<file path="src/rtl/cu_prefetch_command_buffer.sv">
// Prefetch command buffer: sits after the prefetch stream engine control,
// queues its commands in a FIFO, reports FIFO status back to the engine,
// and issues commands to the CU command arbiter one per grant while capping
// the number of commands still waiting for a matching response.

package cu_prefetch_pkg;
  localparam logic [7:0] PREFETCH_READ_CONTROL_ID = 8'h12;

  typedef struct packed {
    logic [7:0] cu_id;
    logic [7:0] tag;
  } CommandMeta;

  typedef struct packed {
    logic        valid;
    logic [63:0] address;
    logic [31:0] real_size;
    CommandMeta  cmd;
  } CommandBufferLine;

  typedef struct packed {
    logic       valid;
    CommandMeta cmd;
  } ResponseBufferLine;

  typedef struct packed {
    logic empty;
    logic full;
    logic alfull;
  } BufferStatus;
endpackage

// Handshake: a command is issued at a posedge where command_request and
// command_grant are both 1; prefetch_command_out then carries it with
// valid=1 for that single cycle. A grant without a request does nothing.
module cu_prefetch_command_buffer
  import cu_prefetch_pkg::*;
#(
  parameter int         BUFFER_DEPTH           = 16,
  parameter int         ALFULL_MARGIN          = 4,
  parameter int         MAX_OUTSTANDING        = 32,
  parameter logic [7:0] CU_PREFETCH_CONTROL_ID = PREFETCH_READ_CONTROL_ID
) (
  input  logic                                     clock,
  input  logic                                     rstn,
  input  logic                                     enabled_in,
  input  CommandBufferLine                         prefetch_command_in,
  input  ResponseBufferLine                        prefetch_response_in,
  input  logic                                     command_grant,
  output logic                                     command_request,
  output CommandBufferLine                         prefetch_command_out,
  output BufferStatus                              prefetch_command_buffer_status,
  output logic [$clog2(MAX_OUTSTANDING+1)-1:0]     outstanding_count,
  output logic                                     overflow_error,
  output logic                                     underflow_error
);

  localparam int PTR_W = $clog2(BUFFER_DEPTH);
  localparam int OCC_W = PTR_W + 1;
  localparam int CNT_W = $clog2(MAX_OUTSTANDING + 1);
  localparam logic [OCC_W-1:0] OCC_FULL   = OCC_W'(BUFFER_DEPTH);
  localparam logic [OCC_W-1:0] OCC_ALFULL = OCC_W'(BUFFER_DEPTH - ALFULL_MARGIN);
  localparam logic [CNT_W-1:0] CNT_MAX    = CNT_W'(MAX_OUTSTANDING);

  logic              enabled;
  CommandBufferLine  cmd_q;
  ResponseBufferLine rsp_q;
  CommandBufferLine  mem [BUFFER_DEPTH];
  CommandBufferLine  head_line;
  logic [PTR_W-1:0]  wr_ptr;
  logic [PTR_W-1:0]  rd_ptr;
  logic [OCC_W-1:0]  occ;
  logic [OCC_W-1:0]  occ_next;
  logic              push;
  logic              push_accept;
  logic              pop;
  logic              retire;

  // Request depends only on registered state, never on same-cycle inputs.
  assign command_request = ~prefetch_command_buffer_status.empty & enabled &
                           (outstanding_count < CNT_MAX);

  // Push/pop/retire decode and next occupancy; a pop frees the slot a full push needs.
  always_comb begin
    push        = cmd_q.valid;
    pop         = command_grant & command_request;
    push_accept = push & (~prefetch_command_buffer_status.full | pop);
    retire      = rsp_q.valid & (rsp_q.cmd.cu_id == CU_PREFETCH_CONTROL_ID);
    head_line       = mem[rd_ptr];
    head_line.valid = 1'b1;
    occ_next = occ;
    case ({push_accept, pop})
      2'b10:   occ_next = occ + OCC_W'(1);
      2'b01:   occ_next = occ - OCC_W'(1);
      default: occ_next = occ;
    endcase
  end

  // Input stage: latch engine command and response; disabled loads zero.
  always_ff @(posedge clock or negedge rstn) begin
    if (!rstn) begin
      enabled <= 1'b0;
      cmd_q   <= '0;
      rsp_q   <= '0;
    end else begin
      enabled <= enabled_in;
      cmd_q   <= enabled ? prefetch_command_in : '0;
      rsp_q   <= enabled ? prefetch_response_in : '0;
    end
  end

  // FIFO storage; contents are don't-care once pointers reset.
  always_ff @(posedge clock) begin
    if (push_accept) mem[wr_ptr] <= cmd_q;
  end

  // FIFO pointers, occupancy, registered status and sticky overflow.
  always_ff @(posedge clock or negedge rstn) begin
    if (!rstn) begin
      wr_ptr <= '0;
      rd_ptr <= '0;
      occ    <= '0;
      prefetch_command_buffer_status <= '{empty: 1'b1, full: 1'b0, alfull: 1'b0};
      overflow_error <= 1'b0;
    end else begin
      if (push_accept) wr_ptr <= wr_ptr + PTR_W'(1);
      if (pop)         rd_ptr <= rd_ptr + PTR_W'(1);
      occ <= occ_next;
      prefetch_command_buffer_status.empty  <= (occ_next == '0);
      prefetch_command_buffer_status.full   <= (occ_next == OCC_FULL);
      prefetch_command_buffer_status.alfull <= (occ_next >= OCC_ALFULL);
      if (push && !push_accept) overflow_error <= 1'b1;
    end
  end

  // Issue register: one-cycle pulse of the popped head entry.
  always_ff @(posedge clock or negedge rstn) begin
    if (!rstn) prefetch_command_out <= '0;
    else       prefetch_command_out <= pop ? head_line : '0;
  end

  // Outstanding counter: +1 per issue, -1 per matching response, floor at 0.
  always_ff @(posedge clock or negedge rstn) begin
    if (!rstn) begin
      outstanding_count <= '0;
      underflow_error   <= 1'b0;
    end else begin
      case ({pop, retire})
        2'b10: outstanding_count <= outstanding_count + CNT_W'(1);
        2'b01: begin
          if (outstanding_count == '0) underflow_error <= 1'b1;
          else outstanding_count <= outstanding_count - CNT_W'(1);
        end
        default: outstanding_count <= outstanding_count;
      endcase
    end
  end

endmodule
</file>
<file path="config.mk">
export PLATFORM = sky130hd
export DESIGN_NAME = cu_prefetch_command_buffer
export DESIGN_NICKNAME = d
export VERILOG_FILES = /design/src/rtl/cu_prefetch_command_buffer.sv
export SDC_FILE = /design/constraint.sdc
export NUM_CORES = 2
export LEC_CHECK = 0
export CORE_MARGIN = 2
export CORE_UTILIZATION = 55
export DETAILED_ROUTE_END_ITERATION = 10
export GPL_TIMING_DRIVEN = 1
export PLACE_DENSITY = 0.73
export SLEW_MARGIN = 20
export SYNTH_ARGS = -nofsm -noshare
export SYNTH_HDL_FRONTEND = slang
export SYNTH_SLANG_ARGS = --single-unit
</file>
<file path="constraint.sdc">
create_clock -name clock -period 5.6 [get_ports clock]
set_input_delay 1.12 -clock clock [delete_from_list [all_inputs] [get_ports clock]]
set_output_delay 1.12 -clock clock [all_outputs]
set_load 0.005 [all_outputs]
</file>
==> results_dict.tcl <==
set metrics [dict create \
    finClkSkew_ps 21.4 \
    grt_max_degree 113 \
    grt_overflow_total 0 \
    cts-resized-gates 0 \
    synthToLayoutAreaGrowth_pct 15.6 \
    drt-wirelength-per-cell_um 30.5 \
    critPathRequiredTime_ps 6340 \
    finish.net_count 3653 \
    clock_power_share_pct 32.1 \
    fin_crit_ps 3920 \
    global_route.usage.total_pct 24.2 \
    vias_per_cell 6.23 \
    netlist.top_cell.by_area "sky130_fd_sc_hd__edfxtp_1" \
    syn_area_per_cell_um2 24.3 \
    cts_tree "yes" \
    first_global_vias 36048 \
    io_pins 259 \
    cts.clk_slew.worst_paths_ps 60 \
    ys_ff_latch 2052 \
    via_count 34147 \
    yosys.cell_types.count 45 \
    pwr_dens_nw_per_um2 471 \
    path_class "in2reg" \
    htree_num_levels 4 \
    totalNegativeSetupSlack_ps 0 \
    synth-async-reset-ratio_pct 12.7 \
    yosys_warnings 0 \
    syn-instance-count 3132 \
    synth_top_cells_by_area "sky130_fd_sc_hd__edfxtp_1 71%, sky130_fd_sc_hd__mux4_2 17%, sky130_fd_sc_hd__dfrtp_1 8.5%" \
    ctsLongestPathBuffers 3 \
    drive_gt1_share_pct 26.4 \
    placementRows 136 \
    ys_dominant_reg_cell "sky130_fd_sc_hd__edfxtp_1" \
    yosysMostFrequentCell "sky130_fd_sc_hd__edfxtp_1" \
    synth_area_um2 76000 \
    multi_input_area_um2 15000 \
    grt_antenna_before_repair 8 \
    timing.hold.worst.class "in2async" \
    initial_utilization_pct 55.4 \
    yosys.area.top_type_share_pct 70.8 \
    hpwl_mm 85.7 \
    actual_slew_at_the_worst_max_slew_pin_ps 1020 \
    net_switching_power_uw 10900 \
    setup_viol_count_final 0 \
    critical_path_peak_fanout 56 \
    die_x_um 376 \
    yosysSeqAreaShare_pct 79.3 \
    run_status "completed" \
    floorplan.die_area_um2 141000 \
    floorplan.die.height_um 376 \
    ant_nets 0 \
    netlist_top_cells_count "1792 x sky130_fd_sc_hd__edfxtp_1, 560 x sky130_fd_sc_hd__mux4_2, 259 x sky130_fd_sc_hd__dfrtp_1" \
    final_hold_viol_count 0 \
    maxCapViolations 0 \
    initialDrtViolationCount 3822 \
    whs_ps 218 \
    cts.hold.buffers_added 0 \
    ir_worst_vdd_v 0.000301 \
    max_freq_ghz 0.255 \
    rsz0062_at_grt "no" \
    leak_pwr_uw 0.0291 \
    grt_pass1_wl_mm 247 \
    postSynthNetCount 3279 \
    critPathCaptureType "register" \
    final_wirelength_mm 167 \
    cts_made_buffers 197 \
    power.switching_fraction_pct 26.2 \
    cts_root_buffer "sky130_fd_sc_hd__clkbuf_16" \
    cp.arrival_ps 4660 \
    max_transition_margin_pct 32.3 \
    seq_area_um2 60300 \
    clkLatencyLatePin_ps 820 \
    seq_power_share_pct 45.0 \
    synth_enable_flop_cells 1792 \
    buffer_ports.inserted 250 \
    combPwrFrac_pct 22.9 \
    slew_viol_final 0 \
    fillerInstances 8633 \
    min_period_over_period_pct 70.0 \
    area_inside_the_core_boundary_um2 137000 \
    clock-sinks 2052 \
    p_int_uw 30600 \
    place_congestion 0.743 \
    postCtsSetupRepairBufs 0 \
    drc 0 \
    detailedRoute.firstPassIterationCount 5 \
    critPathLaunchType "input port" \
]
==> cell families after synthesis <==
logic type	Yosys count	share of synthesized area (%)
simple gates	287	2.35
flops	2052	79.3
mux	567	16.7
compound gates	29	0.260
fa+ha+maj	13	0.224
xor+xnor	15	0.173
buf+inv	169	0.990
==> final cells by class <==
cell class                      instances  area share (%)
Inverter                               10          0.0455
Tap cell                             1794            2.55
Antenna cell                            1         0.00285
Timing Repair Buffer                  334            4.27
Clock buffer                          281            6.35
Sequential cell                      2052            68.6
Clock inverter                         95            1.06
Multi-Input combinational cell        911            17.1
==> path summary, 6_finish.rpt <==
check	from	endpoint	slack, ps	cells past startpoint
max in group asynchronous	rstn	rd_ptr[2]$_DFFE_PN0N_	4240	2
max	command_grant	prefetch_command_buffer_status[1]$_DFF_PN0_	1680	11
min	rstn	prefetch_command_out[80]$_DFF_PN0_	220	1
min reg2reg	overflow_error$_DFFE_PN0P_	overflow_error$_DFFE_PN0P_	490	1
max reg2reg	outstanding_count[5]$_DFFE_PN0P_	prefetch_command_buffer_status[1]$_DFF_PN0_	1920	10
min in group clock	overflow_error$_DFFE_PN0P_	overflow_error$_DFFE_PN0P_	490	1
==> metrics by stage <==
stage	utilization, %	instances	setup WS, ps	instance area (um2)	total power [uW]
after global placement	59.3	5101	812	81400	28500
after floorplan	-	3132	395	76000	25300
after detailed placement	59.3	5101	763	81400	28500
final	64.0	5478	1680	87900	41400
after global routing	64.0	5477	1330	87900	42900
after CTS	64.0	5477	1630	87900	41800
==> power groups by stage <==
stage / clock network, uW / logic, uW / registers, uW
2_1_floorplan: 0 / 6860 / 18400
3_3_place_gp: 0 / 9560 / 18900
3_5_place_dp: 0 / 9600 / 18900
4_1_cts: 13500 / 9690 / 18700
5_1_grt: 14000 / 10100 / 18700
6_report: 13300 / 9500 / 18600
==> worst max-delay path, cell delays in order <==
cell and delay, ps:
sky130_fd_sc_hd__clkdlybuf4s50_1 460, sky130_fd_sc_hd__nand4bb_1 440, sky130_fd_sc_hd__inv_4 720, sky130_fd_sc_hd__ha_1 510
sky130_fd_sc_hd__xor2_1 190, sky130_fd_sc_hd__ha_1 220, sky130_fd_sc_hd__a21oi_1 70, sky130_fd_sc_hd__or3_1 330
sky130_fd_sc_hd__o21a_1 110, sky130_fd_sc_hd__o211ai_1 290, sky130_fd_sc_hd__nor2b_1 180
==> layout by cell type (no fill, tap or decap), drive strengths merged, types with 2 or more instances in the layout <==
master / netlist / routed
edfxtp: 1792 / 1792
mux4: 560 / 560
clkbuf: 89 / 281
dfrtp: 259 / 259
clkdlybuf4s50: 0 / 249
and2: 246 / 246
buf: 70 / 85
clkinv: 0 / 64
inv: 10 / 19
bufinv: 0 / 15
xnor2: 13 / 13
ha: 12 / 12
nand2: 8 / 8
nor2: 8 / 8
a21oi: 7 / 7
clkinvlp: 0 / 7
nor3b: 4 / 4
mux2i: 4 / 4
o21ai: 4 / 4
and4: 4 / 4
nor2b: 3 / 3
nor4b: 3 / 3
a211oi: 3 / 3
a21o: 3 / 3
nand4: 3 / 3
mux2: 3 / 3
xor2: 2 / 2
o21bai: 2 / 2
or3: 2 / 2
o211ai: 2 / 2
==> sequential cells by signal, indices dropped and copies added (netlist names) <==
register / flops
outstanding_count: 6
enabled: 1
rsp_q: 9
prefetch_command_out: 113
underflow_error: 1
occ: 5
rd_ptr: 4
overflow_error: 1
cmd_q: 112
push: 1
wr_ptr: 4
mem: 1792
prefetch_command_buffer_status: 3
==> metal layers <==
metal	share of wire (%)	GRT usage, %	up-vias
li1	-	-	13810
met1	40	34.8	18635
met2	51	39.4	1462
met3	7.2	4.46	236
met4	1.9	5.63	4
met5	0.020	0	-
No activity file was read; power rests on OpenSTA's default activity.
